--- src/rtl/bfcpu_mem_arbiter_pkg.sv ---
// rtl/bfcpu_mem_arbiter_pkg.sv - shared state, grant and direction encodings for the bfcpu memory arbiter
`ifndef ARB_STATE_VH
`define ARB_STATE_VH
`define ARB_IDLE    2'd0
`define ARB_ISSUE   2'd1
`define ARB_CAPTURE 2'd2
`define ARB_DONE    2'd3
`define GRANT_I     1'b0
`define GRANT_D     1'b1
`endif

`ifndef DIRECTION_VH
`define DIRECTION_VH
`define DIRECTION_READ  1'b0
`define DIRECTION_WRITE 1'b1
`endif

package bfcpu_mem_arbiter_pkg;

    typedef enum logic [1:0] {
        ST_IDLE    = `ARB_IDLE,
        ST_ISSUE   = `ARB_ISSUE,
        ST_CAPTURE = `ARB_CAPTURE,
        ST_DONE    = `ARB_DONE
    } arb_state_t;

    localparam int DATA_W = 8;

endpackage

--- src/rtl/arb_rr2.sv ---
// rtl/arb_rr2.sv - 2-way request picker; BFCPU_ARB_DATA_PRIO_EN selects fixed data priority
module arb_rr2 (
    input  logic req_i,
    input  logic req_d,
    input  logic last_grant,
    output logic grant
);

`ifdef BFCPU_ARB_DATA_PRIO_EN
    logic unused_last_grant;
    assign unused_last_grant = last_grant;
    assign grant = req_d ? `GRANT_D : `GRANT_I;
`else
    // On a tie the port that was not served last wins, so neither side can starve.
    always_comb begin
        grant = `GRANT_I;
        if (req_i && req_d) begin
            grant = (last_grant == `GRANT_D) ? `GRANT_I : `GRANT_D;
        end else if (req_d) begin
            grant = `GRANT_D;
        end
    end
`endif

endmodule

--- src/rtl/bfcpu_mem_arbiter.sv ---
// rtl/bfcpu_mem_arbiter.sv - shares one single-port RAM between bfcpu I and D ports (BFCPU_ARB_DATA_PRIO_EN: data priority)
module bfcpu_mem_arbiter
    import bfcpu_mem_arbiter_pkg::*;
#(
    parameter logic [7:0] D_PAGE = 8'hFF,
    parameter int         AW     = 16
) (
    input  logic              clk,
    input  logic              rst,
    input  logic              i_req,
    input  logic [15:0]       i_addr,
    output logic              i_ack,
    output logic [7:0]        i_rdata,
    input  logic              d_req,
    input  logic              d_dir,
    input  logic [7:0]        d_addr,
    input  logic [7:0]        d_wdata,
    output logic              d_ack,
    output logic [7:0]        d_rdata,
    output logic              m_en,
    output logic              m_we,
    output logic [AW-1:0]     m_addr,
    output logic [7:0]        m_wdata,
    input  logic [7:0]        m_rdata
);

    arb_state_t  state, state_nxt;
    logic        grant, grant_nxt;
    logic        last_grant, last_grant_nxt;
    logic        acc_wr, acc_wr_nxt;
    logic        pick;
    logic        m_en_nxt, m_we_nxt;
    logic [AW-1:0] m_addr_nxt;
    logic [7:0]  m_wdata_nxt, i_rdata_nxt, d_rdata_nxt;
    logic        i_ack_nxt, d_ack_nxt;

    arb_rr2 u_pick (
        .req_i      (i_req),
        .req_d      (d_req),
        .last_grant (last_grant),
        .grant      (pick)
    );

    always_comb begin
        state_nxt      = state;
        grant_nxt      = grant;
        last_grant_nxt = last_grant;
        acc_wr_nxt     = acc_wr;
        m_en_nxt       = m_en;
        m_we_nxt       = m_we;
        m_addr_nxt     = m_addr;
        m_wdata_nxt    = m_wdata;
        i_rdata_nxt    = i_rdata;
        d_rdata_nxt    = d_rdata;
        i_ack_nxt      = i_ack;
        d_ack_nxt      = d_ack;
        case (state)
            ST_IDLE: begin
                if (i_req || d_req) begin
                    grant_nxt      = pick;
                    last_grant_nxt = pick;
                    acc_wr_nxt     = (pick == `GRANT_D) && (d_dir == `DIRECTION_WRITE);
                    m_en_nxt       = 1'b1;
                    m_we_nxt       = (pick == `GRANT_D) && (d_dir == `DIRECTION_WRITE);
                    m_addr_nxt     = (pick == `GRANT_D) ? AW'({D_PAGE, d_addr}) : AW'(i_addr);
                    m_wdata_nxt    = d_wdata;
                    state_nxt      = ST_ISSUE;
                end
            end
            ST_ISSUE: begin
                m_en_nxt  = 1'b0;
                m_we_nxt  = 1'b0;
                state_nxt = ST_CAPTURE;
            end
            ST_CAPTURE: begin
                if (grant == `GRANT_I) begin
                    i_rdata_nxt = m_rdata;
                    i_ack_nxt   = 1'b1;
                end else begin
                    d_ack_nxt = 1'b1;
                    if (!acc_wr) begin
                        d_rdata_nxt = m_rdata;
                    end
                end
                state_nxt = ST_DONE;
            end
            ST_DONE: begin
                // Requests are ignored here so a requester has one cycle to drop req after ack.
                i_ack_nxt = 1'b0;
                d_ack_nxt = 1'b0;
                state_nxt = ST_IDLE;
            end
            default: begin
                state_nxt = ST_IDLE;
            end
        endcase
    end

    always_ff @(posedge clk or posedge rst) begin
        if (rst) begin
            state      <= ST_IDLE;
            grant      <= `GRANT_I;
            last_grant <= `GRANT_D;
            acc_wr     <= 1'b0;
            m_en       <= 1'b0;
            m_we       <= 1'b0;
            m_addr     <= '0;
            m_wdata    <= '0;
            i_rdata    <= '0;
            d_rdata    <= '0;
            i_ack      <= 1'b0;
            d_ack      <= 1'b0;
        end else begin
            state      <= state_nxt;
            grant      <= grant_nxt;
            last_grant <= last_grant_nxt;
            acc_wr     <= acc_wr_nxt;
            m_en       <= m_en_nxt;
            m_we       <= m_we_nxt;
            m_addr     <= m_addr_nxt;
            m_wdata    <= m_wdata_nxt;
            i_rdata    <= i_rdata_nxt;
            d_rdata    <= d_rdata_nxt;
            i_ack      <= i_ack_nxt;
            d_ack      <= d_ack_nxt;
        end
    end

endmodule

--- config.mk ---
export PLATFORM = sky130hd
export DESIGN_NAME = bfcpu_mem_arbiter
export DESIGN_NICKNAME = d
export VERILOG_FILES = /design/src/rtl/bfcpu_mem_arbiter_pkg.sv /design/src/rtl/arb_rr2.sv /design/src/rtl/bfcpu_mem_arbiter.sv
export SDC_FILE = /design/constraint.sdc
export NUM_CORES = 1
export LEC_CHECK = 0
export BUFFER_PORTS_ARGS = -buffer_cell sky130_fd_sc_hd__clkbuf_2
export CAP_MARGIN = 20
export CORE_UTILIZATION = 45
export CTS_CLUSTER_DIAMETER = 200
export DETAILED_ROUTE_END_ITERATION = 16
export PLACE_DENSITY = 0.77
export SLEW_MARGIN = 10
export SYNTH_ARGS = -nofsm -noshare
export SYNTH_HDL_FRONTEND = slang
export SYNTH_SLANG_ARGS = --single-unit
--- constraint.sdc ---
create_clock -name clk -period 1.9 [get_ports clk]
set_clock_uncertainty 0.05 [all_clocks]
set_input_delay 0.285 -clock clk [delete_from_list [all_inputs] [get_ports clk]]
set_output_delay 0.285 -clock clk [all_outputs]
set_load 0.02 [all_outputs]
## Word level (Yosys, flattened, before mapping)

Index checks and enable logic that the tools add are counted.

- Flip-flop bits (word level): 49
- Bits of input ports: 45
- Word-level logic and storage cells: 46

- Eq/ne operators: 6
- Multiplexer cells: 14
- Bitwise logic cells: 2
- Reduce and logical (&&, ||, !) cells: 12

Operators with widths:

| kind | count |
|---|---|
| $mux W16 | 1 |
| $reduce_and A2 Y1 | 5 |
| $pmux W1 S2 | 4 |
| $pmux W2 S4 | 1 |
| $mux W1 | 7 |
| $ne A2 B2 Y1 const B | 3 |
| $eq A2 B2 Y1 const B | 2 |
| $reduce_bool A2 Y1 | 2 |
| $reduce_and A3 Y1 | 1 |
| $eq A2 B1 Y1 const B | 1 |
| $logic_and A1 B1 Y1 | 2 |
| $logic_not A2 Y1 | 1 |
| $mux W2 | 1 |
| $not A1 Y1 | 2 |
| $logic_or A1 B1 Y1 | 1 |

## Depth between registers and ports, before layout

- Word-level depth: 5
- Depth in mapped cells: 7
- Gate-level depth less buffers: 5

## Hierarchy

A second synthesis with hierarchy kept.

- Cell total of the unflattened synthesis: 165
- Area total of the unflattened synthesis: 2097.0 um^2

By module, submodules not included:

| module | instances | cells an instance | area an instance (um^2) | sequential area each (um^2) |
|---|---|---|---|---|
| bfcpu_mem_arbiter | 1 | 164 | 2085.8 | 1227.4 |
| arb_rr2 | 1 | 1 | 11.3 | 0.0 |

## Worst setup path after synthesis

OpenSTA, ideal clock, no wires.

- Path kind: reg-to-reg
- From: register state[0]
- To: register i_rdata[0]
- Setup time: 125 ps
- Arrival time: 1367 ps
- Required time: 1725 ps
- Path slack: 358 ps
- Stages on the path, launching flop included: 6
- Path buffers: 1
- Cell sequence: dfrtp_1 > inv_1 > ha_1 > nor2b_1 > buf_2 > mux2_2

- Cells in the longest elaborated chain, start to end: 2

Ends and longest elaborated chain:

| item | line | source |
|---|---|---|
| start, declared | bfcpu_mem_arbiter.sv:27 | `arb_state_t state, state_nxt;` |
| start signal, assigned | bfcpu_mem_arbiter.sv:114 | `state <= state_nxt;` |
| $eq A2 B2 Y1 | bfcpu_mem_arbiter.sv:57 | `case (state)` |
| $reduce_and A2 Y1 (no source line) | - |  |
| end signal, assigned | bfcpu_mem_arbiter.sv:122 | `i_rdata <= i_rdata_nxt;` |
| end, declared | bfcpu_mem_arbiter.sv:13 | `output logic [7:0] i_rdata,` |

No other way between the ends.
A chain may end at the register's enable or synchronous reset.

## Final worst setup path

- From: register state[0]
- To: register m_addr[1]

- Cells in the longest elaborated chain, start to end: 2

Ends and longest elaborated chain:

| item | line | source |
|---|---|---|
| $logic_not A2 Y1 | bfcpu_mem_arbiter.sv:57 |  |
| $reduce_and A2 Y1 (no source line) | - |  |
| end signal, assigned | bfcpu_mem_arbiter.sv:120 | `m_addr <= m_addr_nxt;` |
| end, declared | bfcpu_mem_arbiter.sv:22 | `output logic [AW-1:0] m_addr,` |

No other way between the ends.

==> metrics <==
initial antenna violation count 0; # IOs 89; final hold vios 0; YS warnings 0; Slew HR 0.674; synth top area cells dfrtp_1 59%, mux2_2 8.9%, nand2_1 6.7%; Die X 69.1 um; class of the worst hold path in -> reg; adder-cell share of the synthesized area 0.0309; CORE AREA 4320 um2; setup TNS 0 ns; TritonCTS buffer count 5; Distinct cells, synth 27; first-pass GRT wire length 7.09 mm; PostCTS Resize Cnt 0; DP HPWL 3.04 mm; final-report setup violation count 0; most frequent cells in the layout 88 x clkbuf_2, 48 x dfrtp_1, 36 x nand2_1; Net Count, Synth 222; slowest cell delay on critical path 0.41 ns; critical path's slowest cell dfrtp_1; WP data arrival 1.81 ns; main combinational cell family by area after synthesis compound AO/OA/AOI/OAI gates; Multi-input gate area 729 um2; Slew @ Worst Pin 0.488 ns; portion of netlist area occupied by mux cells 0.0891; Synth Area in XOR/XNOR 0; placer congestion estimate 0.719; Die Y 69.1 um; routed via count 1547; Max Fanout on Critical Path 8; post-synthesis cell count 172; met3 WL 322 um; post-synth top area share 0.594; final setup margin 0.252 ns; largest net degree at the start of global routing 28; sequential area share after synthesis 0.607; wirelength, routed 3.95 mm; # Max-Cap Violations 0; peak supply drop 0.795 mV; cell-by-cell listing of the critical path inv_1, ha_1, o21a_1, buf_4, nor2_1, a21oi_1; initial DRC count 92; via/cell ratio 4.85; Yosys top cell by area dfrtp_1; vias in the first global route 1529; fin crit share 0.867; fin crit period 1.65 ns; Synth Area in Compound Gates 0.130; Port Buffers 88; RSZ-0062 raised after global routing false; Net count, final 316; reg2reg setup slack 0.25 ns; All-Layer GR Usage 0.186; clk buf depth 2; layout cells sized above 1 0.472; Core Rows 24; Die Area 4770 um2; CTS sink cnt 49; register area 1230 um2; simple logic cell fraction of the synthesized area 0.110; grt ovf 0; syn avg cell area 11.8 um2; 1st-pass router iterations 6; endpoint class of the critical path flip-flop; CTS tree built; Initial Util 0.468; H-tree depth 2; P per Cell Area 1830 nW/um2; P&R area growth vs syn 31.0%; Remaining DRCs 0; Synth Cell Area 2020 um2; Leak 1.37 nW; Final Max Tran Viols 0; worst skew pair latency 0.29 ns; Startpoint Class flip-flop; Critical Path RT 2.07 ns; most common cell after layout, fill and taps aside clkbuf_2; clock slew at reported path FFs 0.09 ns; CP Class reg -> reg; root buffer selected by CTS clkbuf_8; status complete, no violations; dpl ws 0.252 ns; fill count 379; #FFs+latches synth 49; M1 WL 1.91 mm; WL per Instance 12.4 um; Antenna Violating Nets Remaining 0; uppermost layer routed met4; met2 WL 1.70 mm; n_diodes 0; Max Fclk 607 MHz
## path summary, 6_finish.rpt
check,to,depth (start not counted),startpoint
min in group asynchronous,i_rdata[5]$_DFFE_PP0P_,3,rst
max in group asynchronous,last_grant$_DFFE_PP1P_,4,rst
worst min register to register,m_wdata[2]$_DFFE_PP0P_,2,m_wdata[2]$_DFFE_PP0P_
worst max-delay path,m_addr[1]$_DFFE_PP0P_,6,state[0]$_DFFE_PP0P_
worst min-delay path,m_wdata[6]$_DFFE_PP0P_,3,d_wdata[6]
worst max register to register,m_addr[1]$_DFFE_PP0P_,6,state[0]$_DFFE_PP0P_
## cells by family after synthesis
kind of cell	Yosys count
buffers and inverters	10
AO/OA/AOI/OAI	40
flip-flops	49
adder cells (fa/ha/maj)	5
AND/OR/NAND/NOR	52
multiplexers	16
## Yosys cell counts (all sizes together)
library cell  number
dfstp              1
or3b               1
nor2b              1
a21bo              1
a21boi             1
mux2              16
o22a               8
dfrtp             48
inv                3
o21ai              7
nand2             37
nand3b             1
nor2              10
a22o               1
nand3              2
a32o               1
a31oi              1
a21oi             18
a2bb2oi            1
buf                7
ha                 5
o21a               1
## repair_timing
item | CTS | global route
hold endpoints to repair | 22 | 0
setup endpoints to repair | 0 | 0
hold buffers | 1 | 0
buffers inserted | 0 | 0
## metal layers
| metal | track usage | up-vias |
|---|---|---|
| li1 | - | 775 |
| met4 | 0.0544 | 0 |
| met5 | 0 | - |
| met3 | 0.0673 | 2 |
| met2 | 0.275 | 68 |
| met1 | 0.258 | 702 |
## critical path: cells and delay by family (launching register included)
kind	cells	cell delay, ns
compound gates	2	0.43
fa+ha+maj	1	0.30
buf+inv	2	0.33
flops	1	0.41
simple gates	1	0.05
## power by group
group	switching, mW	internal [mW]	total, mW
combinational	1.33	0.909	2.24
sequential	0.285	1.57	1.85
clock	0.321	0.429	0.750
## through the flow
step	area (um2)	util	hold WS [ns]	std cells	total power [mW]
after CTS	2650	0.613	0.122	319	4.90
after global routing	2650	0.613	0.116	319	5.24
after detailed placement	2520	0.584	0.271	310	4.14
after global placement	2520	0.584	0.269	310	4.09
final	2650	0.613	0.128	319	4.84
after floorplan	2020	-	0.305	172	3.43
## registers in the layout (all words and copies together), names as in the netlist
register    flops
state           2
i_rdata         8
m_wdata         8
d_rdata         8
last_grant      1
d_ack           1
acc_wr          1
m_addr         16
i_ack           1
grant           1
m_en            1
m_we            1
## layout make-up
class,count,share of cell area
sequential,49,0.463
timing repair buffer,94,0.189
multi-input combinational,113,0.275
clock buffer,7,0.0326
inverter,3,0.00425
tap,52,0.0246
clock inverter,1,0.0113
(Power assumes the default switching activity.)
